**config.mk**
```make
export PLATFORM = sky130hd
export DESIGN_NAME = mem_port_arbiter_flat
export DESIGN_NICKNAME = d
export VERILOG_FILES = /design/src/rtl/mem_port_arbiter_if.sv /design/src/rtl/mem_port_arbiter.sv /design/src/flat_wrapper.sv
export SDC_FILE = /design/constraint.sdc
export NUM_CORES = 1
export LEC_CHECK = 0
export ABC_AREA = 1
export CORE_AREA = 2 2 191 193
export CTS_CLUSTER_SIZE = 30
export DETAILED_ROUTE_END_ITERATION = 16
export DIE_AREA = 0 0 193 195
export PLACE_DENSITY_LB_ADDON = 0.1
export SLEW_MARGIN = 20
export SYNTH_ARGS = -nofsm -noshare
export SYNTH_HDL_FRONTEND = slang
export SYNTH_SLANG_ARGS = --single-unit
```
**constraint.sdc**
```tcl
create_clock -name clk -period 2.5 [get_ports clk]
set_clock_uncertainty 0.05 [all_clocks]
set_input_delay 0.625 -clock clk [delete_from_list [all_inputs] [get_ports clk]]
set_output_delay 0.625 -clock clk [all_outputs]
set_load 0.005 [all_outputs]
```
**src/rtl/mem_port_arbiter_if.sv**
```systemverilog
//----------------------------------------------------------------------------
// Module  : mem_port_arbiter_if
// Brief   : Cache-side and axi_ctl-side bus bundle for mem_port_arbiter.
// Revision: 1.0 - initial release
//----------------------------------------------------------------------------
`default_nettype none

interface mem_port_arbiter_if #(
    parameter int ADDR_W = 64,
    parameter int DATA_W = 64,
    parameter int IDX_W  = 9
);
    // icache side
    logic              i_req;
    logic [ADDR_W-1:0] i_addr;
    logic [IDX_W-1:0]  i_fifo_idx;
    logic              i_fifo_done;
    logic              i_done;
    // dcache side
    logic              d_req;
    logic              d_rw;
    logic [ADDR_W-1:0] d_addr;
    logic [DATA_W-1:0] d_fifo_data;
    logic              d_fifo_wen;
    logic [IDX_W-1:0]  d_fifo_idx;
    logic              d_fifo_done;
    logic              d_done;
    // shared read data and axi_ctl side
    logic [DATA_W-1:0] rd_data;
    logic              m_req;
    logic              m_rw;
    logic [ADDR_W-1:0] m_addr;
    logic [DATA_W-1:0] m_fifo_data;
    logic              m_fifo_wen;
    logic              m_fifo_done;
    logic [IDX_W-1:0]  m_fifo_idx;
    logic              m_done;
    logic [DATA_W-1:0] m_data;

    modport slave (
        input  i_req, i_addr, i_fifo_idx, i_fifo_done,
        input  d_req, d_rw, d_addr, d_fifo_data, d_fifo_wen, d_fifo_idx, d_fifo_done,
        input  m_done, m_data,
        output i_done, d_done, rd_data,
        output m_req, m_rw, m_addr, m_fifo_data, m_fifo_wen, m_fifo_done, m_fifo_idx
    );

    modport master (
        output i_req, i_addr, i_fifo_idx, i_fifo_done,
        output d_req, d_rw, d_addr, d_fifo_data, d_fifo_wen, d_fifo_idx, d_fifo_done,
        output m_done, m_data,
        input  i_done, d_done, rd_data,
        input  m_req, m_rw, m_addr, m_fifo_data, m_fifo_wen, m_fifo_done, m_fifo_idx
    );
endinterface

`default_nettype wire

```
**src/rtl/mem_port_arbiter.sv**
```systemverilog
//----------------------------------------------------------------------------
// Module  : mem_port_arbiter
// Brief   : Shares the axi_ctl port between icache and dcache with held grants,
//           round-robin ties, a turnaround gap and a starvation watchdog.
// Revision: 1.0 - initial release
//----------------------------------------------------------------------------
`default_nettype none

module mem_port_arbiter #(
    parameter int ADDR_W      = 64,
    parameter int DATA_W      = 64,
    parameter int IDX_W       = 9,
    parameter int TURN_CYCLES = 1,
    parameter int HOLD_MAX    = 256
) (
    input  wire logic        clk,
    input  wire logic        rst,
    mem_port_arbiter_if.slave bus,
    output logic [1:0]       grant,
    output logic             err_starve
);

    localparam int HOLD_W = $clog2(HOLD_MAX + 1);
    localparam int TURN_W = (TURN_CYCLES > 1) ? $clog2(TURN_CYCLES) : 1;

    localparam logic [HOLD_W-1:0] c_HOLD_MAX = HOLD_W'(HOLD_MAX);
    localparam logic [TURN_W-1:0] c_TURN_END = TURN_W'(TURN_CYCLES - 1);
    localparam logic              c_RR_I     = 1'b0;
    localparam logic              c_RR_D     = 1'b1;

    typedef enum logic [1:0] {
        S_IDLE  = 2'd0,
        S_GNT_I = 2'd1,
        S_GNT_D = 2'd2,
        S_TURN  = 2'd3
    } state_t;

    state_t              r_state,      w_state_nxt;
    logic                r_rr_last,    w_rr_nxt;
    logic [HOLD_W-1:0]   r_hold_cnt,   w_hold_nxt;
    logic [TURN_W-1:0]   r_turn_cnt,   w_turn_nxt;
    logic                r_err_starve, w_err_nxt;

    always_ff @(posedge clk) begin
        if (rst) begin
            r_state      <= S_IDLE;
            r_rr_last    <= c_RR_I;
            r_hold_cnt   <= '0;
            r_turn_cnt   <= '0;
            r_err_starve <= 1'b0;
        end else begin
            r_state      <= w_state_nxt;
            r_rr_last    <= w_rr_nxt;
            r_hold_cnt   <= w_hold_nxt;
            r_turn_cnt   <= w_turn_nxt;
            r_err_starve <= w_err_nxt;
        end
    end

    always_comb begin
        w_state_nxt = r_state;
        w_rr_nxt    = r_rr_last;
        w_hold_nxt  = r_hold_cnt;
        w_turn_nxt  = r_turn_cnt;
        w_err_nxt   = r_err_starve;

        case (r_state)
            S_IDLE: begin
                // On a tie the master that did not own the port last wins.
                if (bus.d_req && (!bus.i_req || r_rr_last == c_RR_I)) begin
                    w_state_nxt = S_GNT_D;
                    w_rr_nxt    = c_RR_D;
                    w_hold_nxt  = '0;
                end else if (bus.i_req) begin
                    w_state_nxt = S_GNT_I;
                    w_rr_nxt    = c_RR_I;
                    w_hold_nxt  = '0;
                end
            end
            S_GNT_I: begin
                if (!bus.i_req) begin
                    w_state_nxt = S_TURN;
                    w_turn_nxt  = '0;
                end else if (bus.d_req && r_hold_cnt != c_HOLD_MAX) begin
                    w_hold_nxt = r_hold_cnt + 1'b1;
                end
            end
            S_GNT_D: begin
                if (!bus.d_req) begin
                    w_state_nxt = S_TURN;
                    w_turn_nxt  = '0;
                end else if (bus.i_req && r_hold_cnt != c_HOLD_MAX) begin
                    w_hold_nxt = r_hold_cnt + 1'b1;
                end
            end
            S_TURN: begin
                if (r_turn_cnt == c_TURN_END) begin
                    w_state_nxt = S_IDLE;
                end else begin
                    w_turn_nxt = r_turn_cnt + 1'b1;
                end
            end
            default: begin
                w_state_nxt = S_IDLE;
            end
        endcase

        // Watchdog only flags; the owning master keeps the port.
        if ((r_state == S_GNT_I || r_state == S_GNT_D) && w_hold_nxt == c_HOLD_MAX) begin
            w_err_nxt = 1'b1;
        end
    end

    always_comb begin
        bus.m_req       = 1'b0;
        bus.m_rw        = 1'b0;
        bus.m_addr      = '0;
        bus.m_fifo_data = '0;
        bus.m_fifo_wen  = 1'b0;
        bus.m_fifo_done = 1'b0;
        bus.m_fifo_idx  = '0;
        bus.i_done      = 1'b0;
        bus.d_done      = 1'b0;

        case (r_state)
            S_GNT_I: begin
                bus.m_req       = bus.i_req;
                bus.m_addr      = bus.i_addr;
                bus.m_fifo_idx  = bus.i_fifo_idx;
                bus.m_fifo_done = bus.i_fifo_done;
                bus.i_done      = bus.m_done;
            end
            S_GNT_D: begin
                bus.m_req       = bus.d_req;
                bus.m_rw        = bus.d_rw;
                bus.m_addr      = bus.d_addr;
                bus.m_fifo_data = bus.d_fifo_data;
                bus.m_fifo_wen  = bus.d_fifo_wen;
                bus.m_fifo_idx  = bus.d_fifo_idx;
                bus.m_fifo_done = bus.d_fifo_done;
                bus.d_done      = bus.m_done;
            end
            default: begin
            end
        endcase
    end

    assign bus.rd_data = bus.m_data;
    assign grant       = {r_state == S_GNT_D, r_state == S_GNT_I};
    assign err_starve  = r_err_starve;

endmodule

`default_nettype wire
```
**src/flat_wrapper.sv**
```systemverilog
// flat-port wrapper written by rule: the top's interface ports become plain ports
module mem_port_arbiter_flat 
#(
    parameter int ADDR_W      = 64,
    parameter int DATA_W      = 64,
    parameter int IDX_W       = 9,
    parameter int TURN_CYCLES = 1,
    parameter int HOLD_MAX    = 256
)
  (clk, rst, grant, err_starve, bus_i_req, bus_i_addr, bus_i_fifo_idx, bus_i_fifo_done, bus_d_req, bus_d_rw, bus_d_addr, bus_d_fifo_data, bus_d_fifo_wen, bus_d_fifo_idx, bus_d_fifo_done, bus_m_done, bus_m_data, bus_i_done, bus_d_done, bus_rd_data, bus_m_req, bus_m_rw, bus_m_addr, bus_m_fifo_data, bus_m_fifo_wen, bus_m_fifo_done, bus_m_fifo_idx);
  mem_port_arbiter_if #(.ADDR_W(ADDR_W), .DATA_W(DATA_W), .IDX_W(IDX_W)) bus_i ();
  input  wire logic clk;
  input  wire logic rst;
  output logic [1:0] grant;
  output logic err_starve;
  input wire logic [$bits(bus_i.i_req)-1:0] bus_i_req;
  input wire logic [$bits(bus_i.i_addr)-1:0] bus_i_addr;
  input wire logic [$bits(bus_i.i_fifo_idx)-1:0] bus_i_fifo_idx;
  input wire logic [$bits(bus_i.i_fifo_done)-1:0] bus_i_fifo_done;
  input wire logic [$bits(bus_i.d_req)-1:0] bus_d_req;
  input wire logic [$bits(bus_i.d_rw)-1:0] bus_d_rw;
  input wire logic [$bits(bus_i.d_addr)-1:0] bus_d_addr;
  input wire logic [$bits(bus_i.d_fifo_data)-1:0] bus_d_fifo_data;
  input wire logic [$bits(bus_i.d_fifo_wen)-1:0] bus_d_fifo_wen;
  input wire logic [$bits(bus_i.d_fifo_idx)-1:0] bus_d_fifo_idx;
  input wire logic [$bits(bus_i.d_fifo_done)-1:0] bus_d_fifo_done;
  input wire logic [$bits(bus_i.m_done)-1:0] bus_m_done;
  input wire logic [$bits(bus_i.m_data)-1:0] bus_m_data;
  output wire logic [$bits(bus_i.i_done)-1:0] bus_i_done;
  output wire logic [$bits(bus_i.d_done)-1:0] bus_d_done;
  output wire logic [$bits(bus_i.rd_data)-1:0] bus_rd_data;
  output wire logic [$bits(bus_i.m_req)-1:0] bus_m_req;
  output wire logic [$bits(bus_i.m_rw)-1:0] bus_m_rw;
  output wire logic [$bits(bus_i.m_addr)-1:0] bus_m_addr;
  output wire logic [$bits(bus_i.m_fifo_data)-1:0] bus_m_fifo_data;
  output wire logic [$bits(bus_i.m_fifo_wen)-1:0] bus_m_fifo_wen;
  output wire logic [$bits(bus_i.m_fifo_done)-1:0] bus_m_fifo_done;
  output wire logic [$bits(bus_i.m_fifo_idx)-1:0] bus_m_fifo_idx;
  assign bus_i.i_req = bus_i_req;
  assign bus_i.i_addr = bus_i_addr;
  assign bus_i.i_fifo_idx = bus_i_fifo_idx;
  assign bus_i.i_fifo_done = bus_i_fifo_done;
  assign bus_i.d_req = bus_d_req;
  assign bus_i.d_rw = bus_d_rw;
  assign bus_i.d_addr = bus_d_addr;
  assign bus_i.d_fifo_data = bus_d_fifo_data;
  assign bus_i.d_fifo_wen = bus_d_fifo_wen;
  assign bus_i.d_fifo_idx = bus_d_fifo_idx;
  assign bus_i.d_fifo_done = bus_d_fifo_done;
  assign bus_i.m_done = bus_m_done;
  assign bus_i.m_data = bus_m_data;
  assign bus_i_done = bus_i.i_done;
  assign bus_d_done = bus_i.d_done;
  assign bus_rd_data = bus_i.rd_data;
  assign bus_m_req = bus_i.m_req;
  assign bus_m_rw = bus_i.m_rw;
  assign bus_m_addr = bus_i.m_addr;
  assign bus_m_fifo_data = bus_i.m_fifo_data;
  assign bus_m_fifo_wen = bus_i.m_fifo_wen;
  assign bus_m_fifo_done = bus_i.m_fifo_done;
  assign bus_m_fifo_idx = bus_i.m_fifo_idx;
  mem_port_arbiter #(.ADDR_W(ADDR_W), .DATA_W(DATA_W), .IDX_W(IDX_W), .TURN_CYCLES(TURN_CYCLES), .HOLD_MAX(HOLD_MAX)) u_core (.clk(clk), .rst(rst), .bus(bus_i), .grant(grant), .err_starve(err_starve));
endmodule
```
==> summary.md <==
| Metric | Value |
|---|---|
| Routability congestion estimate from global placement | `0.800` |
| Final worst path period share | `a little over nine tenths` |
| Global router's overall resource usage | `11.2%` |
| Synthesis-to-layout area growth | `154%` |
| Boundary pin count | `~490` |
| Final core occ | `21.5%` |
| Clock latency at the later pin of the worst-skew pair | `between 200 and 300 ps` |
| Number of endpoints failing setup at the final stage | `0` |
| Final non-filler cell area | `between 7000 and 8000 um^2` |
| Estimated wirelength of the detail-placed design | `around 19,000 um` |
| Post-synthesis cell type count | `25` |
| Initial antenna violation count | `0` |
| P per Cell Area | `689 nW/um^2` |
| Total number of nets in the final design | `approximately 1,300` |
| Portion of the post-synthesis area used by sequential elements | `a little under 9%` |
| Die Area | `around 38,000 um^2` |
| Gate family responsible for the most delay along the worst path | `buffers and inverters` |
| Stage delay of the slowest cell on the critical path | `roughly 320 ps` |
| Post-synth EDFFs | `0` |
| Number of standard-cell rows in the floorplan | `between 60 and 70` |
| Highest fanout seen on the critical path | `15` |
| Leakage power | `slightly above 4 nW` |
| Category of the worst setup path launch point | `register` |
| Syn Nets | `between 800 and 900` |
| DRT antenna net count | `0` |
| Total via count after detailed routing | `4,743` |
| Cell area after synthesis | `about 3000 um^2` |
| Cells along the critical path | `buf_6, ha_4, buf_6, buf_12, clkbuf_16, buf_12, nand2_1, inv_1, clkdlybuf4s15_1` |
| Warnings from Yosys | `0` |
| Layout cell share with drive strength beyond 1 | `approximately an eighth` |
| Buffers and inverters on the worst path | `7` |
| Post-synthesis instance total | `607` |
| Setup repair after global routing missed its margin | `yes` |
| Master of the slowest instance on the critical path | `dfxtp_2` |
| First-pass GRT wire length | `roughly 32,000 um` |
| Routed WL | `23,600 um` |
| Worst path required time | `1820 ps` |
| DRC Markers | `0` |
| Drt initial violations | `138` |
| Largest net degree at the start of global routing | `31` |
| Final-report hold violation count | `0` |
| Fillers | `approximately 4,000` |
| Nature of the critical path endpoint | `primary output` |
| Average wire per standard cell | `roughly 17 um` |
| TritonCTS clock tree | `built` |
| Number of buffers created by CTS | `3` |
| Worst hold path type | `register to register` |
| Placeable core region | `35,400 um^2` |
| Number of detailed-route iterations in the first pass | `5` |
| Max-slew headroom | `82.1%` |
| Library cell used as clock root buffer | `clkbuf_16` |
| Peak supply drop | `between 200 and 300 uV` |
| Remaining global-route overflow | `0` |
| Clock edge transition at the registers on the reported setup and hold paths | `~50 ps` |
| Diode count | `0` |
| Number of levels in the clock H-tree | `1` |
| Async set-reset flop share out of synthesis | `0%` |
| Vias per inst | `about 3.3` |
| Result of the run | `complete, no violations` |
| Die outline width | `between 150 and 200 um` |
| Number of port buffers | `364` |
| Minimum clock period | `2450 ps` |
| Effective utilization at floorplan | `under 10%` |
| Die height | `between 150 and 200 um` |
| Post-place instance area | `around 7200 um^2` |
| Final Slew Violations | `0` |
| Max-cap violations | `0` |
| Critical Path AT | `~1800 ps` |
| Category of the most critical setup path | `register to primary output` |
| Main synth FF type | `dfxtp_1` |
| Synthesized flop and latch total | `13` |
| Via count of the first global-routing pass | `approximately 4,700` |
| Measured slew at the worst slew-check pin | `~270 ps` |
| Clock Tree Buf Depth | `2` |
| Synthesized area per cell | `~4.9 um^2` |
| Number of clock sinks seen by CTS | `13` |
| Maximum clock rate | `approximately 0.41 GHz` |
==> cell usage after synthesis (7+ instances only) <==
cell type | instances | area share [%]
buf_1 | 8 | 1.0
nor2_1 | 13 | 1.6
nand2_1 | 255 | 32
clkbuf_1 | 22 | 2.8
inv_1 | 88 | 11
ha_1 | 7 | 2.9
inv_2 | 8 | 1.0
buf_4 | 65 | 16
a21oi_1 | 82 | 14
nand3_1 | 19 | 3.2
dfxtp_1 | 13 | 8.7
==> cells in the final DEF, fill, tap and decap left out, types with 2 or more instances in the layout <==
cell type	count
clkbuf_2	10
clkbuf_16	5
nand3_1	19
nand2_1	250
nor2_2	2
dlymetal6s2s_1	24
buf_6	4
nand4_1	3
o22ai_1	2
a21oi_1	77
buf_12	17
inv_1	85
buf_4	55
nand2_2	9
o21ai_1	2
a21oi_2	6
ha_1	4
nor2_1	13
dlygate4sd2_1	72
clkdlybuf4s50_1	239
ha_4	3
and2_1	2
clkdlybuf4s15_1	19
dfxtp_1	12
inv_2	10
o21ai_0	4
==> layer usage <==
layer	global-route usage [%]	routed length [um]	up-vias
li1	-	-	2462
met1	12.2	8830	2039
met2	22.3	12600	219
met3	2.55	1950	21
met4	1.26	233	2
met5	0.398	26	-
==> area by class of cell <==
type / instances / area (um^2) / area share, %
flip-flops and latches: 13 / 262 / 3.44
clock buffers: 4 / 78.8 / 1.04
inverters: 97 / 367 / 4.83
repair buffers: 445 / 4490 / 59.1
well taps: 461 / 577 / 7.59
multi-input cells: 400 / 1820 / 24.0
==> tightest hold or removal path: stages, from the launching register on <==
cell     delay, ps
dfxtp_1        310
inv_1           60
a21oi_2         50
==> through the flow <==
| stage | total power, mW | hold WS, ps | setup slack [ps] | instances | setup TNS, ps |
|---|---|---|---|---|---|
| after floorplan | 1.77 | 389 | 339 | 607 | 0 |
| after global placement | 4.74 | 407 | -159 | 1394 | -1430 |
| after detailed placement | 4.69 | 405 | -145 | 1394 | -1690 |
| after CTS | 5.14 | 416 | -134 | 1408 | -3290 |
| after global routing | 5.71 | 432 | -36.2 | 1420 | -152 |
| final | 5.23 | 412 | 53.4 | 1420 | 0 |
==> report_power, final <==
| part | switching (mW) | leakage, nW | internal [mW] |
|---|---|---|---|
| clock | 0.100 | 0.0382 | 0.216 |
| combinational | 2.20 | 3.94 | 2.47 |
| sequential | 0.0162 | 0.106 | 0.232 |
==> cells by family after synthesis <==
kind of cell / synth area share [%]
AOI/OAI and AO/OA: 15.7
xor gates and xnor gates: 0.293
adders and majority gates: 2.93
buffers and inverters: 32.6
DFF: 8.70
and+or+nand+nor: 39.8
==> registers in the layout, summed over array words and instances, names as in the netlist <==
name               cells
u_core.err_starve      1
u_core.r_hold_cnt      9
u_core.r_rr_last       1
u_core.r_state         2
==> timing repair <==
action / 4_1_cts / 5_1_grt
gates cloned: 2 / 2
gates resized for setup: 118 / 72
setup buffers: 8 / 10
endpoints found under the setup margin: 138 / 45
pin swaps: 1 / 1
hold buffers: 0 / 0
==> final timing paths <==
| kind | to | slack, ps | cells after the start | startpoint |
|---|---|---|---|---|
| worst min register to register | u_core.err_starve$_SDFFE_PP0P_ | 410 | 2 | u_core.err_starve$_SDFFE_PP0P_ |
| worst max-delay path | bus_m_fifo_data[3] | 50 | 9 | u_core.r_state[1]$_SDFFE_PP0P_ |
| worst min-delay path | u_core.err_starve$_SDFFE_PP0P_ | 410 | 2 | u_core.err_starve$_SDFFE_PP0P_ |
| worst max register to register | u_core.err_starve$_SDFFE_PP0P_ | 270 | 15 | u_core.r_state[0]$_SDFFE_PP0P_ |
(Power assumes the default switching activity.)
